`src/rtl/majority_voter_bist.sv`:
```
// ---------------------------------------------------------------------------
// majority_voter_bist
//   Self-test driver/checker for a 3-input majority voter. On start it walks
//   the voter inputs through vectors 000..111 and holds each one for
//   HOLD_CYCLES cycles. It then samples the voter output for one cycle and
//   checks it against the expected majority. At the end of the run it reports
//   pass/fail, a saturating mismatch count and the first failing vector.
//
// Ports
//   i_clk        rising-edge clock
//   i_rst_n      synchronous reset, active-low
//   i_start      run request, only looked at while idle
//   i_y_in       voter output under test
//   o_y1_out     voter input y1 (vector bit 2)
//   o_y2_out     voter input y2 (vector bit 1)
//   o_y3_out     voter input y3 (vector bit 0)
//   o_busy       high while vectors are being driven/sampled
//   o_done       one-cycle pulse at the end of a run
//   o_pass       1 when the last run saw no mismatches
//   o_err_count  mismatches in the current/last run (saturating)
//   o_fail_vec   first mismatching vector {y1,y2,y3}, 0 if none
// ---------------------------------------------------------------------------
module majority_voter_bist #(
    parameter int HOLD_CYCLES = 4,
    parameter int ERR_W       = 4
) (
    input  logic             i_clk,
    input  logic             i_rst_n,
    input  logic             i_start,
    input  logic             i_y_in,
    output logic             o_y1_out,
    output logic             o_y2_out,
    output logic             o_y3_out,
    output logic             o_busy,
    output logic             o_done,
    output logic             o_pass,
    output logic [ERR_W-1:0] o_err_count,
    output logic [2:0]       o_fail_vec
);

    localparam int                HOLD_W    = (HOLD_CYCLES > 1) ? $clog2(HOLD_CYCLES) : 1;
    localparam logic [HOLD_W-1:0] HOLD_LAST = HOLD_W'(HOLD_CYCLES - 1);

    typedef enum logic [1:0] {
        ST_IDLE,
        ST_DRIVE,
        ST_SAMPLE,
        ST_DONE
    } state_t;

    state_t            r_state;
    logic [2:0]        r_vec;
    logic [HOLD_W-1:0] r_hold;
    logic [ERR_W-1:0]  r_err;
    logic [2:0]        r_fail_vec;
    logic              r_pass;
    logic              r_done;
    logic              r_busy;
    logic [2:0]        r_y;

    state_t            w_state_nxt;
    logic [2:0]        w_vec_nxt;
    logic [HOLD_W-1:0] w_hold_nxt;
    logic [ERR_W-1:0]  w_err_nxt;
    logic [2:0]        w_fail_vec_nxt;
    logic              w_pass_nxt;
    logic              w_done_nxt;
    logic              w_busy_nxt;
    logic [2:0]        w_y_nxt;
    logic              w_expected;
    logic              w_mismatch;

    assign w_expected = (r_vec[2] & r_vec[1]) | (r_vec[2] & r_vec[0]) | (r_vec[1] & r_vec[0]);
    assign w_mismatch = (i_y_in != w_expected);

    always_comb begin
        w_state_nxt    = r_state;
        w_vec_nxt      = r_vec;
        w_hold_nxt     = r_hold;
        w_err_nxt      = r_err;
        w_fail_vec_nxt = r_fail_vec;
        w_pass_nxt     = r_pass;
        w_done_nxt     = 1'b0;

        case (r_state)
            ST_IDLE: begin
                if (i_start) begin
                    w_state_nxt    = ST_DRIVE;
                    w_vec_nxt      = 3'd0;
                    w_hold_nxt     = '0;
                    w_err_nxt      = '0;
                    w_fail_vec_nxt = 3'd0;
                    w_pass_nxt     = 1'b0;
                end
            end
            ST_DRIVE: begin
                if (r_hold == HOLD_LAST) begin
                    w_state_nxt = ST_SAMPLE;
                end else begin
                    w_hold_nxt = r_hold + HOLD_W'(1);
                end
            end
            ST_SAMPLE: begin
                if (w_mismatch) begin
                    // The count is cleared at start and saturates without
                    // wrapping, so zero here means this is the first mismatch.
                    if (r_err == '0) begin
                        w_fail_vec_nxt = r_vec;
                    end
                    if (r_err != '1) begin
                        w_err_nxt = r_err + ERR_W'(1);
                    end
                end
                if (r_vec == 3'd7) begin
                    w_state_nxt = ST_DONE;
                    w_done_nxt  = 1'b1;
                    w_pass_nxt  = (w_err_nxt == '0);
                end else begin
                    w_state_nxt = ST_DRIVE;
                    w_vec_nxt   = r_vec + 3'd1;
                    w_hold_nxt  = '0;
                end
            end
            default: begin
                w_state_nxt = ST_IDLE;
            end
        endcase

        // Outputs are registered from the next-state view so they line up
        // with the state they describe.
        w_busy_nxt = (w_state_nxt == ST_DRIVE) || (w_state_nxt == ST_SAMPLE);
        w_y_nxt    = w_busy_nxt ? w_vec_nxt : 3'd0;
    end

    always_ff @(posedge i_clk) begin
        if (!i_rst_n) begin
            r_state    <= ST_IDLE;
            r_vec      <= 3'd0;
            r_hold     <= '0;
            r_err      <= '0;
            r_fail_vec <= 3'd0;
            r_pass     <= 1'b0;
            r_done     <= 1'b0;
            r_busy     <= 1'b0;
            r_y        <= 3'd0;
        end else begin
            r_state    <= w_state_nxt;
            r_vec      <= w_vec_nxt;
            r_hold     <= w_hold_nxt;
            r_err      <= w_err_nxt;
            r_fail_vec <= w_fail_vec_nxt;
            r_pass     <= w_pass_nxt;
            r_done     <= w_done_nxt;
            r_busy     <= w_busy_nxt;
            r_y        <= w_y_nxt;
        end
    end

    assign o_y1_out    = r_y[2];
    assign o_y2_out    = r_y[1];
    assign o_y3_out    = r_y[0];
    assign o_busy      = r_busy;
    assign o_done      = r_done;
    assign o_pass      = r_pass;
    assign o_err_count = r_err;
    assign o_fail_vec  = r_fail_vec;

endmodule

```
`config.mk`:
```
export PLATFORM = sky130hd
export DESIGN_NAME = majority_voter_bist
export DESIGN_NICKNAME = d
export VERILOG_FILES = /design/src/rtl/majority_voter_bist.sv
export SDC_FILE = /design/constraint.sdc
export NUM_CORES = 1
export LEC_CHECK = 0
export BUFFER_PORTS_ARGS = -buffer_cell sky130_fd_sc_hd__buf_2
export CAP_MARGIN = 10
export CORE_MARGIN = 2
export CORE_UTILIZATION = 48
export DETAILED_ROUTE_END_ITERATION = 6
export GPL_TIMING_DRIVEN = 0
export HOLD_SLACK_MARGIN = 0.12
export PLACE_DENSITY = 0.72
export SLEW_MARGIN = 15
export SYNTH_ARGS = -nofsm -noshare
export SYNTH_HDL_FRONTEND = slang
export SYNTH_SLANG_ARGS = --single-unit
```
`constraint.sdc`:
```
create_clock -name i_clk -period 1.6 [get_ports i_clk]
set_input_delay 0.32 -clock i_clk [delete_from_list [all_inputs] [get_ports i_clk]]
set_output_delay 0.32 -clock i_clk [all_outputs]
set_load 0.03 [all_outputs]
```
# [Yosys cells after proc, flatten, opt, wreduce, memory -nomap -nowiden]
# Cells that the tools add are included.
[classes] mul=0 n_reduce_logical=12 div=0 n_lt_le_gt_ge=0 eq_ne=14 n_bitwise=5 shift=0 n_addsub=3 muxes=24
[op_table] operator="$mux W4" n=4
[op_table] operator="$mux W3" n=5
[op_table] operator="$mux W2" n=6
[op_table] operator="$ne A2 B2 Y1 const B" n=6
[op_table] operator="$pmux W2 S3" n=2
[op_table] operator="$pmux W3 S2" n=2
[op_table] operator="$logic_not A4 Y1" n=2
[op_table] operator="$pmux W4 S2" n=1
[op_table] operator="$reduce_and A4 Y1" n=2
[op_table] operator="$eq A2 B2 Y1 const B" n=3
[op_table] operator="$reduce_and A2 Y1" n=3
[op_table] operator="$add A4 B1 Y4 const B" n=1
[op_table] operator="$eq A2 B1 Y1 const B" n=2
[op_table] operator="$ne A4 B4 Y1 const B" n=1
[op_table] operator="$add A3 B1 Y3 const B" n=1
[op_table] operator="$and A1 B1 Y1" n=3
[op_table] operator="$eq A3 B3 Y1 const B" n=1
[op_table] operator="$mux W1" n=3
[op_table] operator="$reduce_and A3 Y1" n=1
[op_table] operator="$reduce_bool A3 Y1" n=1
[op_table] operator="$add A2 B1 Y2 const B" n=1
[op_table] operator="$logic_not A2 Y1" n=1
[op_table] operator="$or A1 B1 Y1" n=2
[op_table] operator="$pmux W1 S2" n=1
[op_table] operator="3 further kinds" n=3
[word_totals] register_bits=20 input_bits=4 n_memories=0 output_inout_bits=13 latch_bits=0 rom_bits=0 ramBits=0 wordCells=67

# [Longest topological paths before layout]
# Gate-level depths: netlist (run 1).
[logic_depth] ltp_word=9 depth_mapped=6 ltp_nobuf=6

# [Worst setup path before layout (run 1)]
# No wires, ideal clock.
[synth_path] path_type="reg2reg" start="register r_vec[0]" end="register r_err[3] (netlist: o_err_count[3])" period_less_slack_ns=1.772 path_slack_ns=-0.172 setup_ns=0.119 t_arrival_ns=1.653 n_path_buf=0 t_required_ns=1.481 path_stages_with_launch=7 path_cell_list="dfxtp_1 > ha_1 > nor3_2 > a2bb2oi_4 > nand4_1 > o31a_1 > o221a_1"
[synth_between] elab_chain_len=7 word_cells_on_any_way=8 classes_between="eq/ne: 1; mux: 3; bitwise: 4"
[synth_lines] element="start: declaration" line="52" text="logic [2:0] r_vec;"
[synth_lines] element="start signal: assignment" line="148" text="r_vec <= w_vec_nxt;"
[synth_lines] element="$and A1 B1 Y1" line="73" text="assign w_expected = (r_vec[2] & r_vec[1]) | (r_vec[2] & r_vec[0]) | (r_vec[1] & r_vec[0]);"
[synth_lines] element="$or A1 B1 Y1" line="73"
[synth_lines] element="$or A1 B1 Y1 (*)" line="73"
[synth_lines] element="$ne A1 B1 Y1 (*)" line="74" text="assign w_mismatch = (i_y_in != w_expected);"
[synth_lines] element="$mux W4 (*)" line="104" text="if (w_mismatch) begin"
[synth_lines] element="$mux W4 (*)" line="85" text="case (r_state)"
[synth_lines] element="$pmux W4 S2 (*)" line="85"
[synth_lines] element="end signal: assignment" line="150" text="r_err <= w_err_nxt;"
[synth_lines] element="end: declaration" line="54" text="logic [ERR_W-1:0] r_err;"
# Mark *: on every way between the ends. The rest lies on a longest branch, timed or not. The select of a mux whose other input is x is not followed.
# A chain may end at the register's enable or synchronous reset.

# [Worst setup path after layout (run 1)]
# Same ends and word-level chain as after synthesis.

==> qor.csv, run 1 <==
stage,metric,value,unit
timing,fin_worst_skew,0.009001,ns
synth,postSynthCellCount,118,
route,met2_length,1061,µm
place,place_congestion,0.7488,
synth,yosys.area.top_type,dfxtp_1,
clock_tree,cts_sinks,20,
cells_and_area,fin_cells,170,
route,wire_per_inst,12.52,µm
route,drt_pre_antenna_iters,4,
worst_setup_path,crit_arrival,1.88,ns
route,routed-wl-met3,80,µm
worst_setup_path,r2r_cells,6,
worst_setup_path,regToRegSetupSlack,-0.08,ns
synth,synthTopCellsByArea,"dfxtp_1 (39%), nor2b_1 (6.1%), ha_1 (4.9%)",
pwr,p_leak,0.0005357,µW
timing,min_period,1.676,ns
synth,synth_cell_types,35,
timing,tns,-0.1482,ns
global_routing,grt_start_max_net_pins,13,
synth,synth_seq_cells,20,
synth,netlist_area,1022,µm²
global_routing,first_global_vias,768,
place,preCtsSetupSlack,-0.1629,ns
synth,yosysWarnings,0,
worst_setup_path,crit_required,1.81,ns
clock_tree,cts_made_buffers,3,
route,routed_wl,2128,µm
worst_setup_path,criticalPathCategory,reg -> reg,
die,core_area,1982,µm²
route,postRouteAntennaNets,0,
status,violations,setup timing,
cells_and_area,drive_above_1_share,27.97,%
pwr,power.density,762.0,nW/µm²
pwr,max-vdd-ir-drop,672.4,µV
clock_tree,ctsHoldBuffers,0,
place,numPlacedInstances,161,
worst_setup_path,crit_fanout,4,
timing,slew_viol_final,0,
synth,ys_seq_area_share,39.17,%
cells_and_area,n_antenna_cell,0,
timing,setup_violations,4,
place,port_buffers,16,
cells_and_area,final_core_util,66.60,%
global_routing,antenna_found_initial,0,
clock_tree,cts_tree,yes,
clock_tree,clockBufferDepth,2,
timing,finalHoldViolCount,0,
die,die_y,50.15,µm
place,place_hpwl,1484,µm
worst_hold_path,worstHoldPathType,in -> reg,
status,status,finished with violations,
timing,slew_headroom,71.22,%
timing,fmax,596.8,MHz
die,rows,16,
worst_hold_path,hold_start,i_rst_n,
worst_hold_path,whs_endpoint,o_busy,
job,maxCapViolations,0,
synth,yosysTopAreaCellShare,39.17,%
worst_setup_path,start_kind,flip-flop,
cells_and_area,syn2layout_area_growth,29.13,%
die,initial_core_util,51.58,%
worst_setup_path,end_kind,flip-flop,
synth,synth-edff-count,0,
route,drcViolationCount,0,
synth,synth_top_flop_cell,dfxtp_1,
synth,avgSynthCellArea,8.663,µm²
global_routing,grt_pass1_wl,3525,µm
worst_setup_path,reg2reg_from,r_vec[0],
synth,synth.most_common_cell,dfxtp_1,
worst_setup_path,crit_chain,ha_4 > nor3_4 > a2bb2oi_4 > nand4_1 > o31a_1 > o221a_1,
clock_tree,cts-root-buf,clkbuf_4,
global_routing,track_usage,18.46,%
worst_hold_path,holdPathStages,2,
clock_tree,htree_levels,1,
route,vias,918,
synth,async_flop_share,0,%
die,fp.dieW,50.15,µm
worst_setup_path,r2r-end,o_err_count[3],
die,die_area,2515,µm²
cells_and_area,final_nets,152,
timing,worst_pin_slew,0.4317,ns
pwr,power.total,1006,µW
route,drt_iter0_drc,37,
synth,synth_commonest_cells,"dfxtp_1 (20), nand2_1 (11), nor2b_1 (10)",
clock_tree,clk_pin_slew,0.12,ns
timing,rsz0062_at_grt,true,
clock_tree,clk_latency,0.31,ns
route,wl_met1,957,µm
synth,syn-num-nets,126,
route,routed.top_layer,met4,
die,num_io_pins,17,
timing,finalCritPeriodShare,104.7,%
global_routing,grt_overflow_total,0,
worst_setup_path,cpMaxStageDelayCell,dfxtp_4,
worst_setup_path,max_stage_delay,0.38,ns
timing,fin_ws,-0.07572,ns
route,viasPerCell,5.400,
[state kept, by name, indices dropped and copies added (netlist names)]
register,cells
o_err_count,4
o_fail_vec,3
r_vec,3
r_y,3
r_hold,2
r_state,2
o_busy,1
o_done,1
o_pass,1
[worst max-delay path, delay by kind of cell (launching register included)]
kind            cells  cell delay [ns]
compound gates      3             0.71
fa+ha+maj           1             0.18
flops               1             0.38
simple gates        2             0.30
[how the worst max path moves through the flow]
stage / startpoint / end
finish: r_vec[0] / o_err_count[3]
global route: r_vec[0] / o_err_count[3]
CTS: r_vec[0] / o_err_count[3]
detailed placement: r_vec[0] / o_err_count[3]
global placement: r_vec[0] / o_err_count[3]
floorplan: r_vec[0] / o_err_count[3]
[power breakdown]
group	leakage, µW	total [µW]	switching, µW	internal [µW]
clock network	0.0000279	415	161	253
logic	0.000344	81.2	46.4	34.8
registers	0.000163	510	8.41	502
total	0.000536	1010	216	790
[cells by family after synthesis]
kind of cell / count (synthesis) / share of synthesized area, %
simple gates: 51 / 26.81
compound gates: 28 / 19.95
mux: 4 / 3.917
flops: 20 / 39.17
fa+ha+maj: 4 / 4.896
buf+inv: 10 / 4.406
xor+xnor: 1 / 0.8569
[final cells by class]
class	count	area [µm²]
fill	177	661.9
multi-input combinational	88	634.4
sequential	20	407.9
timing repair buffer	22	148.9
tap	27	33.78
clock inverter	1	30.03
buffer	4	23.77
clock buffer	3	22.52
inverter	5	18.77
[cells in the final DEF (no fill, tap or decap), types with 2 or more instances in the layout]
cell type	count
nand3_1	9
nor2_1	5
and2_1	2
clkbuf_4	3
mux2i_1	4
o21ai_0	2
dfxtp_1	18
nand2b_1	4
inv_1	5
o21ai_1	3
buf_4	2
buf_6	4
a21oi_1	6
dfxtp_4	2
nor3b_1	2
o22ai_1	2
nand4_1	3
clkbuf_1	2
nor2b_1	10
a21boi_0	2
buf_2	16
nand2_1	11
ha_1	3
[timing repair]
| item | in CTS | in global routing |
|---|---|---|
| endpoints found under the setup margin | 5 | 11 |
| pin swaps | 4 | 5 |
| resized for setup | 2 | 11 |
| buffers inserted | 6 | 0 |
| gates cloned | 0 | 0 |
[per-layer routing]
layer  vias up  global-route usage [%]
met5         -                       0
met4         0                   8.333
met3         3                   2.679
met2        21                   28.73
met1       429                   25.19
li1        465                       -
[through the flow]
step,instance area [µm²],hold slack [ns]
2_1_floorplan,1051,0.4863
3_3_place_gp,1165,0.4421
3_5_place_dp,1165,0.4496
4_1_cts,1280,0.3180
5_1_grt,1320,0.3358
6_report,1320,0.3240
Power figures use the tool's default switching activity.
==> run 2, diff against run 1 <==
ABC_AREA = 1   (was default)
CELL_PAD_IN_SITES_DETAIL_PLACEMENT = 1   (was default)
CELL_PAD_IN_SITES_GLOBAL_PLACEMENT = 2   (was default)
CORE_UTILIZATION = 28   (was 48)
PLACE_DENSITY = default   (was 0.72)
PLACE_DENSITY_LB_ADDON = 0.1   (was default)
==> run 2 against run 1 <==
  * Count of clock-buffer cells in the layout is the same
  * Highest routed layer unchanged
  * Non-clock buffer count shrank 8
  * Critical path type unchanged
  * Design area shrank 1.1%
  * The flow now finishes without violations
==> qor.csv, run 2 <==
stage,metric,value,unit
synth,synth.most_common_cell,nand2_1,
place,place_congestion,0.7979,
clock_tree,cts_tree,yes,
timing,worst_pin_slew,0.5096,ns
clock_tree,cts_sinks,20,
timing,finalHoldViolCount,0,
pwr,power.density,863.1,nW/µm²
timing,tns,0,ns
cells_and_area,fin_cells,212,
synth,synth_seq_cells,20,
worst_setup_path,critPathLaunch,r_vec[0],
die,die_area,4341,µm²
route,wire_per_inst,12.21,µm
synth,synth-edff-count,0,
route,drt_iter0_drc,47,
clock_tree,postCtsSetupBuffers,0,
worst_setup_path,crit_fanout,5,
die,rows,22,
cells_and_area,syn2layout_area_growth,21.70,%
cells_and_area,final_nets,173,
cells_and_area,n_fill_cell,450,
route,vias,976,
place,port_buffers,16,
cells_and_area,final_core_util,35.65,%
status,status,completed,
timing,setup_violations,0,
synth,postSynthCellCount,144,
worst_hold_path,holdPathStages,3,
global_routing,antenna_found_initial,0,
die,die_y,65.89,µm
synth,synthTopCellsByArea,"dfxtp_1 (37%), nand2_1 (8.4%), nand3_1 (7.0%)",
job,maxCapViolations,0,
synth,netlist_area,1072,µm²
cells_and_area,n_antenna_cell,0,
cells_and_area,drive_above_1_share,29.88,%
synth,synth_top_flop_cell,dfxtp_1,
synth,ys_seq_area_share,37.34,%
synth,yosysWarnings,0,
clock_tree,clockBufferDepth,2,
clock_tree,clk_latency,0.26,ns
worst_setup_path,criticalPathCategory,reg -> reg,
die,initial_core_util,29.29,%
worst_setup_path,start_kind,flip-flop,
timing,min_period,1.500,ns
worst_hold_path,hold_start,i_rst_n,
clock_tree,cts-root-buf,clkbuf_8,
route,routed_wl,2588,µm
synth,avgSynthCellArea,7.446,µm²
global_routing,grt_pass1_wl,4478,µm
timing,fin_worst_skew,0.008735,ns
synth,yosys.area.top_type,dfxtp_1,
route,drcViolationCount,0,
timing,finalCritPeriodShare,93.77,%
place,dpl_cell_area,1215,µm²
place,place_hpwl,2077,µm
route,drt_pre_antenna_iters,4,
die,fp.dieW,65.89,µm
worst_setup_path,crit_required,1.80,ns
cells_and_area,design_area,1305,µm²
die,num_io_pins,17,
global_routing,grt_start_max_net_pins,13,
place,numPlacedInstances,208,
pwr,p_leak,0.0006043,µW
synth,yosysTopAreaCellShare,37.34,%
clock_tree,clk_pin_slew,0.08,ns
worst_setup_path,crit_arrival,1.70,ns
clock_tree,cts_resized,0,
global_routing,first_global_vias,975,
clock_tree,cts_made_buffers,3,
synth,synth_cell_types,25,
route,postRouteAntennaNets,0,
clock_tree,htree_levels,1,
cells_and_area,multi_input_area,599.3,µm²
cells_and_area,final_common_cell,nand2_1,
synth,syn-num-nets,152,
pwr,max-vdd-ir-drop,372.2,µV
timing,fmax,666.5,MHz
worst_setup_path,reg2reg_from,r_vec[0],
route,viasPerCell,4.604,
worst_hold_path,worstHoldPathType,in -> reg,
synth,async_flop_share,0,%
cells_and_area,largest_register_ff_count,4,
worst_setup_path,end_kind,flip-flop,
cells_and_area,regArea,404.1,µm²
timing,slew_viol_final,0,
global_routing,grt_overflow_total,0,
cells_and_area,final_cell_mix,"nand2_1 (24), inv_1 (19), dfxtp_1 (17)",
timing,slew_headroom,66.03,%
global_routing,track_usage,13.42,%
clock_tree,ctsHoldBuffers,0,
timing,rsz0062_at_grt,false,
synth,synth_commonest_cells,"nand2_1 (24), dfxtp_1 (20), inv_1 (19)",
worst_setup_path,r2r_cells,10,
die,core_area,3661,µm²
run 2: changes by cell type after synthesis, sizes merged, moves of 3 or more:
cell,delta
nand2,+22
nand3,+9
inv,+16
nand2b,-5
nor2b,-10
clkbuf,-4
a21boi,-3
nor2,+12
a21oi,+6
mux2i,-4
run 2: cell families (layout without fill, tap and decap cells):
| kind of cell | after synthesis | in the layout | synth area share (%) |
|---|---|---|---|
| AOI/OAI and AO/OA | 21 | 21 | 12.25 |
| xor gates and xnor gates | 1 | 1 | 0.8170 |
| adders and majority gates | 4 | 4 | 4.668 |
| buffers and inverters | 23 | 43 | 8.402 |
| DFF | 20 | 20 | 37.34 |
| and+or+nand+nor | 75 | 75 | 36.52 |
run 2: per-stage QoR:
stage | setup slack, ns | power [µW] | hold slack, ns
after global placement | 0.06722 | 631.6 | 0.4617
after detailed placement | 0.05340 | 634.1 | 0.4658
after floorplan | 0.1368 | 603.6 | 0.4618
after CTS | 0.04705 | 1149 | 0.3413
after global routing | 0.0005772 | 1180 | 0.3638
final | 0.09968 | 1126 | 0.3455
run 2: worst paths after layout:
check / end / slack [ns]
hold reg to reg: o_fail_vec[1] / 0.48
setup / recovery: o_pass / 0.1
setup reg to reg: o_pass / 0.1
hold / removal: o_fail_vec[0] / 0.35
run 2: metal layers:
metal	part of all wire, %	vias to the layer above	global-route usage, %
met5	0	-	0
met4	1.4	0	4.688
met3	2.4	5	2.385
met2	49	9	22.47
met1	47	460	17.19
li1	-	502	-
run 2: worst max-delay path, cell delays in order (launching register included):
cell     delay (ns)
dfxtp_2        0.37
ha_1           0.23
inv_2          0.11
nand3_2        0.13
nand2_4        0.11
nand2_4        0.07
nand2_1        0.09
nand2_2        0.06
nor2_2         0.09
nand3_2        0.07
a21oi_2        0.10
run 2: layout make-up:
| class | count | share of cell area (%) |
|---|---|---|
| clock buffers | 3 | 3.164 |
| inverters | 21 | 6.040 |
| multi-input cells | 101 | 45.93 |
| flip-flops and latches | 20 | 30.97 |
| clock inverters | 1 | 2.301 |
| repair buffers | 16 | 6.136 |
| well taps | 48 | 4.602 |
| plain buffers | 2 | 0.8629 |
run 2: report_power, final:
part	leakage [µW]	internal (µW)	switching [µW]
registers	0.000164	510	7.26
clock network	0.0000357	334	170
logic	0.000405	32.5	73.0
total	0.000604	877	250
==> run 3, diff against run 2 <==
GPL_ROUTABILITY_DRIVEN = 0   (was default)
clock period = 1.31 ns   (was 1.6 ns; I/O delays follow)
==> run 3 against run 2 <==
  * Largest power group unchanged
  * Global-route usage up 2.3 points
  * Highest routed layer unchanged
  * Worst setup slack worse by 0.16 ns
  * Design area increased by 19%
  * Critical endpoint unchanged
  * Wire length rose by 18%
  * The run now ends with setup timing left
==> qor.csv, run 3 (synthesis results as in run 2) <==
stage,metric,value,unit
status,status,finished with violations,
status,violations,setup timing,
cells_and_area,drive_above_1_share,52.57,%
pwr,p_leak,0.0006772,µW
route,postRouteAntennaNets,0,
global_routing,antenna_found_initial,0,
worst_setup_path,criticalPathCategory,reg -> reg,
timing,fmax,727.8,MHz
global_routing,grt_start_max_net_pins,12,
die,die_y,65.89,µm
route,viasPerCell,4.744,
place,place_hpwl,2134,µm
cells_and_area,n_fill_cell,453,
cells_and_area,syn2layout_area_growth,44.69,%
clock_tree,clk_pin_slew,0.07,ns
die,rows,22,
worst_setup_path,reg2reg_from,r_vec[1],
clock_tree,cts_tree,yes,
worst_setup_path,r2r_cells,10,
timing,slew_headroom,58.62,%
cells_and_area,n_antenna_cell,0,
clock_tree,cts_sinks,20,
timing,finalCritPeriodShare,104.9,%
route,met2_length,1620,µm
worst_hold_path,worstHoldPathType,in -> reg,
route,drt_iter0_drc,22,
route,wire_per_inst,13.72,µm
route,routed.top_layer,met4,
global_routing,first_global_vias,1093,
pwr,max-vdd-ir-drop,427.9,µV
die,initial_core_util,29.29,%
global_routing,track_usage,15.76,%
worst_hold_path,holdPathStages,3,
worst_hold_path,whs_endpoint,o_fail_vec[2],
route,wl_met1,1349,µm
place,port_buffers,16,
worst_setup_path,regToRegSetupSlack,-0.06,ns
worst_setup_path,crit_arrival,1.57,ns
worst_setup_path,crit_required,1.51,ns
worst_setup_path,r2r-end,o_pass,
timing,finalHoldViolCount,0,
timing,rsz0062_at_grt,true,
route,drcViolationCount,0,
timing,fin_worst_skew,0.001260,ns
cells_and_area,final_nets,184,
worst_setup_path,end_kind,flip-flop,
die,core_area,3661,µm²
timing,worst_pin_slew,0.6207,ns
clock_tree,htree_levels,1,
route,vias,1058,
clock_tree,ctsHoldBuffers,0,
worst_setup_path,start_kind,flip-flop,
cells_and_area,largest_register_ff_count,4,
clock_tree,clk_latency,0.26,ns
die,die_area,4341,µm²
worst_setup_path,crit_fanout,5,
global_routing,grt_pass1_wl,5168,µm
die,fp.dieW,65.89,µm
clock_tree,cts_made_buffers,3,
route,routed-wl-met3,56,µm
cells_and_area,final_common_cell,nand2_1,
worst_hold_path,hold_start,i_rst_n,
place,preCtsSetupSlack,-0.1931,ns
clock_tree,cts-root-buf,clkbuf_8,
timing,fin_ws,-0.06407,ns
clock_tree,clockBufferDepth,2,
cells_and_area,final_cell_mix,"nand2_1 (19), buf_2 (16), inv_1 (15)",
route,drt_pre_antenna_iters,4,
global_routing,grt_overflow_total,0,
timing,slew_viol_final,0,
timing,setup_violations,8,
route,routed_wl,3060,µm
die,num_io_pins,17,
job,maxCapViolations,0,
timing,min_period,1.374,ns
worst_setup_path,critPathLaunch,r_vec[1],
timing,whs,0.2958,ns
pwr,power.density,816.9,nW/µm²
-- run 3: changes by cell type in the layout (fill, tap and decap cells not counted), moves of 3 or more --
cell and change:
nand2_1 -5, a21oi_2 +3, a21oi_1 -5, nand2_4 +4, nor2_1 -3, nand3_1 -4, dfxtp_1 -7, dfxtp_4 +5
inv_1 -4, buf_4 +10, nor2_4 +3, ha_1 -3, nand3_2 +3
-- run 3: routing by layer --
metal	global-route usage, %	up-vias
met5	0	-
met4	4.688	0
met2	29.67	12
li1	-	531
met3	2.726	4
met1	17.87	511
-- run 3: repair_timing --
| action | 4_1_cts | 5_1_grt |
|---|---|---|
| pin swaps | 9 | 7 |
| setup endpoints to repair | 16 | 17 |
| cloned | 0 | 0 |
| setup buffers | 7 | 4 |
| resized for setup | 26 | 21 |
| endpoints found under the hold margin | 0 | 0 |
-- run 3: worst max-delay path by stage --
stage                   to  slack [ns]  cells past startpoint
global placement    o_pass       -0.20                      7
CTS                 o_pass       -0.06                     10
detailed placement  o_pass       -0.19                      7
finish              o_pass       -0.06                     10
floorplan           o_pass       0.007                      8
global route        o_pass       -0.15                     10
-- run 3: power breakdown --
group	internal [µW]	switching [µW]	total [µW]	leakage [µW]
Sequential	615	12.1	627	0.000169
Combinational	54.6	110	165	0.000480
Clock	268	207	475	0.0000288
-- run 3: worst max-delay path: stages (launching register included) --
cell	delay, ns
dfxtp_4	0.37
ha_4	0.18
inv_6	0.07
nand3_4	0.08
nand2_4	0.12
nand2_4	0.08
nand2_2	0.09
nand2_4	0.06
nor2_4	0.08
nand3_2	0.07
a21oi_2	0.11
-- run 3: layout make-up --
class                           count  area, µm²  area share, %
Multi-Input combinational cell    101      745.7          48.06
Sequential cell                    20      425.4          27.42
Timing Repair Buffer               27      166.4          10.73
Inverter                           21      87.58          5.645
Tap cell                           48      60.06          3.871
Clock buffer                        4      55.05          3.548
Buffer                              2      11.26         0.7258
-- run 3: through the flow --
step                      util, %  cells  total power, µW  TNS, ns  instance area (µm²)
after global routing        42.38    223             1326   -1.180                 1551
after global placement      34.45    208            770.9   -1.697                 1261
after detailed placement    34.45    208            774.6   -1.973                 1261
after floorplan                 -    144            734.8        0                 1121
after CTS                   39.75    219             1281  -0.2014                 1455
final                       42.38    223             1267  -0.1901                 1551
